[config.mk]
export PLATFORM = sky130hd
export DESIGN_NAME = collatz_engine
export DESIGN_NICKNAME = d
export VERILOG_FILES = /design/src/rtl/collatz_pkg.sv /design/src/rtl/collatz_step.sv /design/src/rtl/collatz_engine.sv
export SDC_FILE = /design/constraint.sdc
export NUM_CORES = 1
export LEC_CHECK = 0
export ABC_AREA = 1
export CAP_MARGIN = 10
export CORE_MARGIN = 8
export CORE_UTILIZATION = 55
export DETAILED_ROUTE_END_ITERATION = 10
export HOLD_SLACK_MARGIN = 0.05
export PLACE_DENSITY = 0.86
export SYNTH_ARGS = -nofsm -noshare
export SYNTH_HDL_FRONTEND = slang
export SYNTH_SLANG_ARGS = --single-unit
[constraint.sdc]
create_clock -name clk -period 10 [get_ports clk]
set_input_delay 2.5 -clock clk [delete_from_list [all_inputs] [get_ports clk]]
set_output_delay 2.5 -clock clk [all_outputs]
set_load 0.005 [all_outputs]
[src/rtl/collatz_pkg.sv]
// Shared types for the Collatz iterator: FSM states and error codes.
package collatz_pkg;

  typedef enum logic [1:0] {
    IDLE = 2'd0,
    RUN  = 2'd1,
    DONE = 2'd2,
    ERR  = 2'd3
  } state_t;

  typedef enum logic [1:0] {
    ERR_NONE  = 2'd0,
    ERR_ZERO  = 2'd1,
    ERR_OVF   = 2'd2,
    ERR_LIMIT = 2'd3
  } err_t;

endpackage : collatz_pkg

[src/rtl/collatz_step.sv]
// One Collatz step: halve even values, 3x+1 odd values with a widened
// overflow check so the caller can refuse results that do not fit WIDTH bits.
module collatz_step #(
  parameter int WIDTH = 32
) (
  input  logic [WIDTH-1:0] cur,
  output logic [WIDTH-1:0] nxt,
  output logic             ovf
);

  logic [WIDTH+1:0] cur_wide;
  logic [WIDTH+1:0] tripled;

  // 3*cur+1 at WIDTH+2 bits cannot itself overflow; the top two bits flag results beyond WIDTH
  always_comb begin
    cur_wide = {2'b00, cur};
    tripled  = (cur_wide << 1) + cur_wide + (WIDTH+2)'(1);
    nxt      = cur >> 1;
    ovf      = 1'b0;
    if (cur[0]) begin
      nxt = tripled[WIDTH-1:0];
      ovf = |tripled[WIDTH+1:WIDTH];
    end
  end

endmodule : collatz_step

[src/rtl/collatz_engine.sv]
// Parametrised Collatz iterator with step counting, peak tracking and
// fault reporting (zero input, arithmetic overflow, runaway step count).
module collatz_engine
  import collatz_pkg::*;
#(
  parameter int WIDTH     = 32,
  parameter int CWIDTH    = 16,
  parameter int MAX_STEPS = 1000
) (
  input  logic              clk,
  input  logic              reset,
  input  logic              go,
  input  logic [WIDTH-1:0]  n,
  output logic [WIDTH-1:0]  dout,
  output logic [CWIDTH-1:0] steps,
  output logic [WIDTH-1:0]  peak,
  output logic              busy,
  output logic              done,
  output logic [1:0]        err
);

  localparam logic [CWIDTH-1:0] MAX_STEPS_C = CWIDTH'(MAX_STEPS);

  state_t            state_q, state_d;
  err_t              err_q, err_d;
  logic [WIDTH-1:0]  dout_q, dout_d;
  logic [CWIDTH-1:0] steps_q, steps_d;
  logic [WIDTH-1:0]  peak_q, peak_d;

  logic [WIDTH-1:0]  step_nxt;
  logic              step_ovf;

  collatz_step #(
    .WIDTH(WIDTH)
  ) u_step (
    .cur(dout_q),
    .nxt(step_nxt),
    .ovf(step_ovf)
  );

  // Next-state logic: go restarts from any state, otherwise RUN iterates once per clock
  always_comb begin
    state_d = state_q;
    err_d   = err_q;
    dout_d  = dout_q;
    steps_d = steps_q;
    peak_d  = peak_q;
    if (go) begin
      dout_d  = n;
      steps_d = '0;
      peak_d  = n;
      if (n == '0) begin
        state_d = ERR;
        err_d   = ERR_ZERO;
      end else begin
        state_d = RUN;
        err_d   = ERR_NONE;
      end
    end else if (state_q == RUN) begin
      if (dout_q == WIDTH'(1)) begin
        state_d = DONE;
      end else if (steps_q == MAX_STEPS_C) begin
        state_d = ERR;
        err_d   = ERR_LIMIT;
      end else if (step_ovf) begin
        state_d = ERR;
        err_d   = ERR_OVF;
      end else begin
        dout_d  = step_nxt;
        steps_d = steps_q + CWIDTH'(1);
        if (step_nxt > peak_q) begin
          peak_d = step_nxt;
        end
      end
    end
  end

  // State and datapath registers; synchronous reset wins over go
  always_ff @(posedge clk) begin
    if (reset) begin
      state_q <= IDLE;
      err_q   <= ERR_NONE;
      dout_q  <= '0;
      steps_q <= '0;
      peak_q  <= '0;
    end else begin
      state_q <= state_d;
      err_q   <= err_d;
      dout_q  <= dout_d;
      steps_q <= steps_d;
      peak_q  <= peak_d;
    end
  end

  assign dout  = dout_q;
  assign steps = steps_q;
  assign peak  = peak_q;
  assign busy  = (state_q == RUN);
  assign done  = (state_q == DONE);
  assign err   = err_q;

endmodule : collatz_engine

==> metrics.md <==
| Metric | Value |
|---|---|
| Post-synth top flop | dfxtp_1 |
| Asr flop ratio synth | 0 |
| RSZ-0062 raised after global routing | no |
| Post-synth top cells | 449 x nand2_1, 213 x inv_1, 115 x nor2_1 |
| Clock Latency Late Sink | 350 ps |
| Worst Path Arrival | 5390 ps |
| Die height | 138.3 um |
| Clk root buf | clkbuf_16 |
| Syn Inst Count | 1,382 |
| Routed WL per cell | 15.46 um |
| XOR/XNOR share of the synthesized area | 0.01915 |
| Area fraction in compound gates after synthesis | 0.1071 |
| Maximum vdd drop | 0.09861 mV |
| Die Wd | 138.3 um |
| GRT overflow | 0 |
| Worst min path class | flop to flop |
| Syn Area/Cell | 5.957 um^2 |
| Vias/cell | 5.467 |
| Final worst-path cycle share | 0.5155 |
| CP peak stage delay | 530 ps |
| Minimum clock period | 5155 ps |
| Post-synthesis mux area share | 0 |
| First-pass GRT wire length | 41,320 um |
| Fmax | 0.1940 GHz |
| Gpl congestion | 0.9666 |
| Worst relative slew slack | 0.4235 |
| Layout cells sized above 1 | 0.05942 |
| Setup TNS | 0 ps |
| Via count | 9,102 |
| Sequential area share after synthesis | 0.2043 |
| Fin nets | 1,597 |
| Final hold vios | 0 |
| Cell total after placement | 1,649 |
| Cell Rows | 44 |
| Initial antenna violation count | 0 |
| Synth area leader | nand2_1 |
| GRT Resource Usage Total | 0.2557 |
| Count leader, synth | nand2_1 |
| Largest net degree at the start of global routing | 50 |
| Outcome | completed |
| Clock sink count | 84 |
| Final setup viols | 0 |
| Worst EP required | 10,230 ps |
| Finished Layout Cells | 1,665 |
| Power density over the cells | 135.0 mW/mm^2 |
| Cell Area, Synth | 0.008233 mm^2 |
| EDFF count, synth | 0 |
| Crit path top cell by count | nand2_1 |
| Ranking of synthesized cells by area | nand2_1 20%, dfxtp_1 20%, ha_1 13%, inv_1 9.7%, nand3_1 6.2% |
| I/O pin count | 119 |
| H-tree depth | 3 |
| Setup crit start kind | primary input |
| Dpl hpwl | 20,460 um |
| N_diodes | 0 |
| Worst-Margin Slew | 862.0 ps |
| Post-CTS Hold Buffers | 0 |
| Synthesized Nets | 1,503 |
| Register bit total from synthesis | 84 |
| Yosys cell types | 42 |
| Layout area overhead | 18.50% |
| Max Cap Viol | 0 |
| Number of global-route vias before repair | 8,540 |
| Worst Skew | 5.977 ps |
| Largest family of logic cells by synthesized area | simple AND/OR/NAND/NOR gates |
| Max stage delay cell, worst path | nand3_4 |
| Post-Synth Simple-Gate Area | 0.4119 |
| Yosys warns | 0 |
| Initial drt markers | 902 |
| Initial core utilization | 0.5643 |
| Clock transition at path regs | 60 ps |
| Core Footprint | 0.01459 mm^2 |
| ANT nets after route | 0 |
| Adder-cell share of the synthesized area | 0.1316 |
| Detailed Routing Iterations Pass 1 | 5 |
| PortBufs | 118 |
| CTS tree | done |
| CTS Buffer Depth | 2 |
| CTS-repair resized insts | 0 |
| Drt total wl | 25,750 um |
| Number of CTS-inserted buffers | 9 |
| Pleak | 4.839 nW |
| Worst Setup End Kind | flop |
| CP Cell Sequence | clkdlybuf4s50_1 -> buf_4 -> inv_2 -> nand2_1 -> nand2_1 -> inv_1 -> nand3_4 -> a21oi_1 -> nor2_1 |
| Drt drc | 0 |
| CP Max Fanout | 46 |
| Synth top area share | 0.2047 |
| Critical path class | primary input to flop |
| Slew Viols, Final | 0 |
| Die ar. | 0.01914 mm^2 |
| Finished Core Util | 0.6687 |
| Setup Buffers After CTS | 0 |
routing by layer:
metal / track usage / up-vias / share of wire
li1: - / 4538 / -
met1: 0.3167 / 4100 / 0.43
met2: 0.4257 / 411 / 0.46
met3: 0.05514 / 53 / 0.091
met4: 0.09268 / 0 / 0.024
met5: 0 / - / 0
kinds of logic (layout without fill, tap and decap cells):
family / Yosys count / after routing
compound gates: 158 / 158
xor+xnor: 18 / 18
fa+ha+maj: 86 / 86
buf+inv: 256 / 355
flops: 84 / 84
simple gates: 780 / 780
report_power, final:
part | switching, mW | leakage, nW | internal, mW
clock network | 0.138 | 0.149 | 0.206
registers | 0.0379 | 0.691 | 0.371
logic | 0.335 | 4.00 | 0.228
per-stage QoR:
stage / instance area, um^2 / total power [mW] / setup slack (ps) / hold WS [ps]
4_1_cts: 9756 / 1.307 / 4937 / 471.4
2_1_floorplan: 8233 / 0.7780 / 6121 / 444.8
3_3_place_gp: 9452 / 0.9448 / 4710 / 455.4
5_1_grt: 9756 / 1.396 / 4593 / 498.3
6_report: 9756 / 1.317 / 4845 / 471.5
3_5_place_dp: 9452 / 0.9628 / 4578 / 461.6
sequential cells by signal, summed over array words and instances (netlist names):
register and count:
dout 32, steps 16, err 2, state_q 2, peak 32
placed cells by master (no fill, tap or decap), types with 22 or more instances in the layout:
cell,netlist,final
a21oi_1,92,92
nand2_1,449,449
nand3_1,102,102
nor3_1,22,22
nor2_1,115,115
clkdlybuf4s50_1,0,118
dfxtp_1,84,84
nor2_2,22,22
o21ai_0,37,37
inv_1,213,213
ha_1,85,85
layout make-up:
class / instances / area [um^2]
well taps: 184 / 230.2
flip-flops and latches: 84 / 1682
clock buffers: 12 / 256.5
repair buffers: 122 / 1211
multi-input cells: 1042 / 5514
inverters: 217 / 814.5
clock inverters: 4 / 47.55
fillers: 1283 / 4833
worst paths after layout:
path,from,endpoint,slack [ps],cells past startpoint
max,go,dout[15]$_SDFFE_PP0P_,4840,9
min,err[1]$_SDFFE_PP0P_,err[1]$_SDFFE_PP0P_,470,2
max reg2reg,dout[0]$_SDFFE_PP0P_,peak[18]$_SDFFE_PP0P_,5070,26
min reg2reg,err[1]$_SDFFE_PP0P_,err[1]$_SDFFE_PP0P_,470,2
critical path, delay by kind of cell:
| kind | cells | cell delay [ps] |
|---|---|---|
| buffers and inverters | 4 | 1640 |
| AND/OR/NAND/NOR | 4 | 920 |
| AO/OA/AOI/OAI | 1 | 280 |
(Power assumes the default switching activity.)
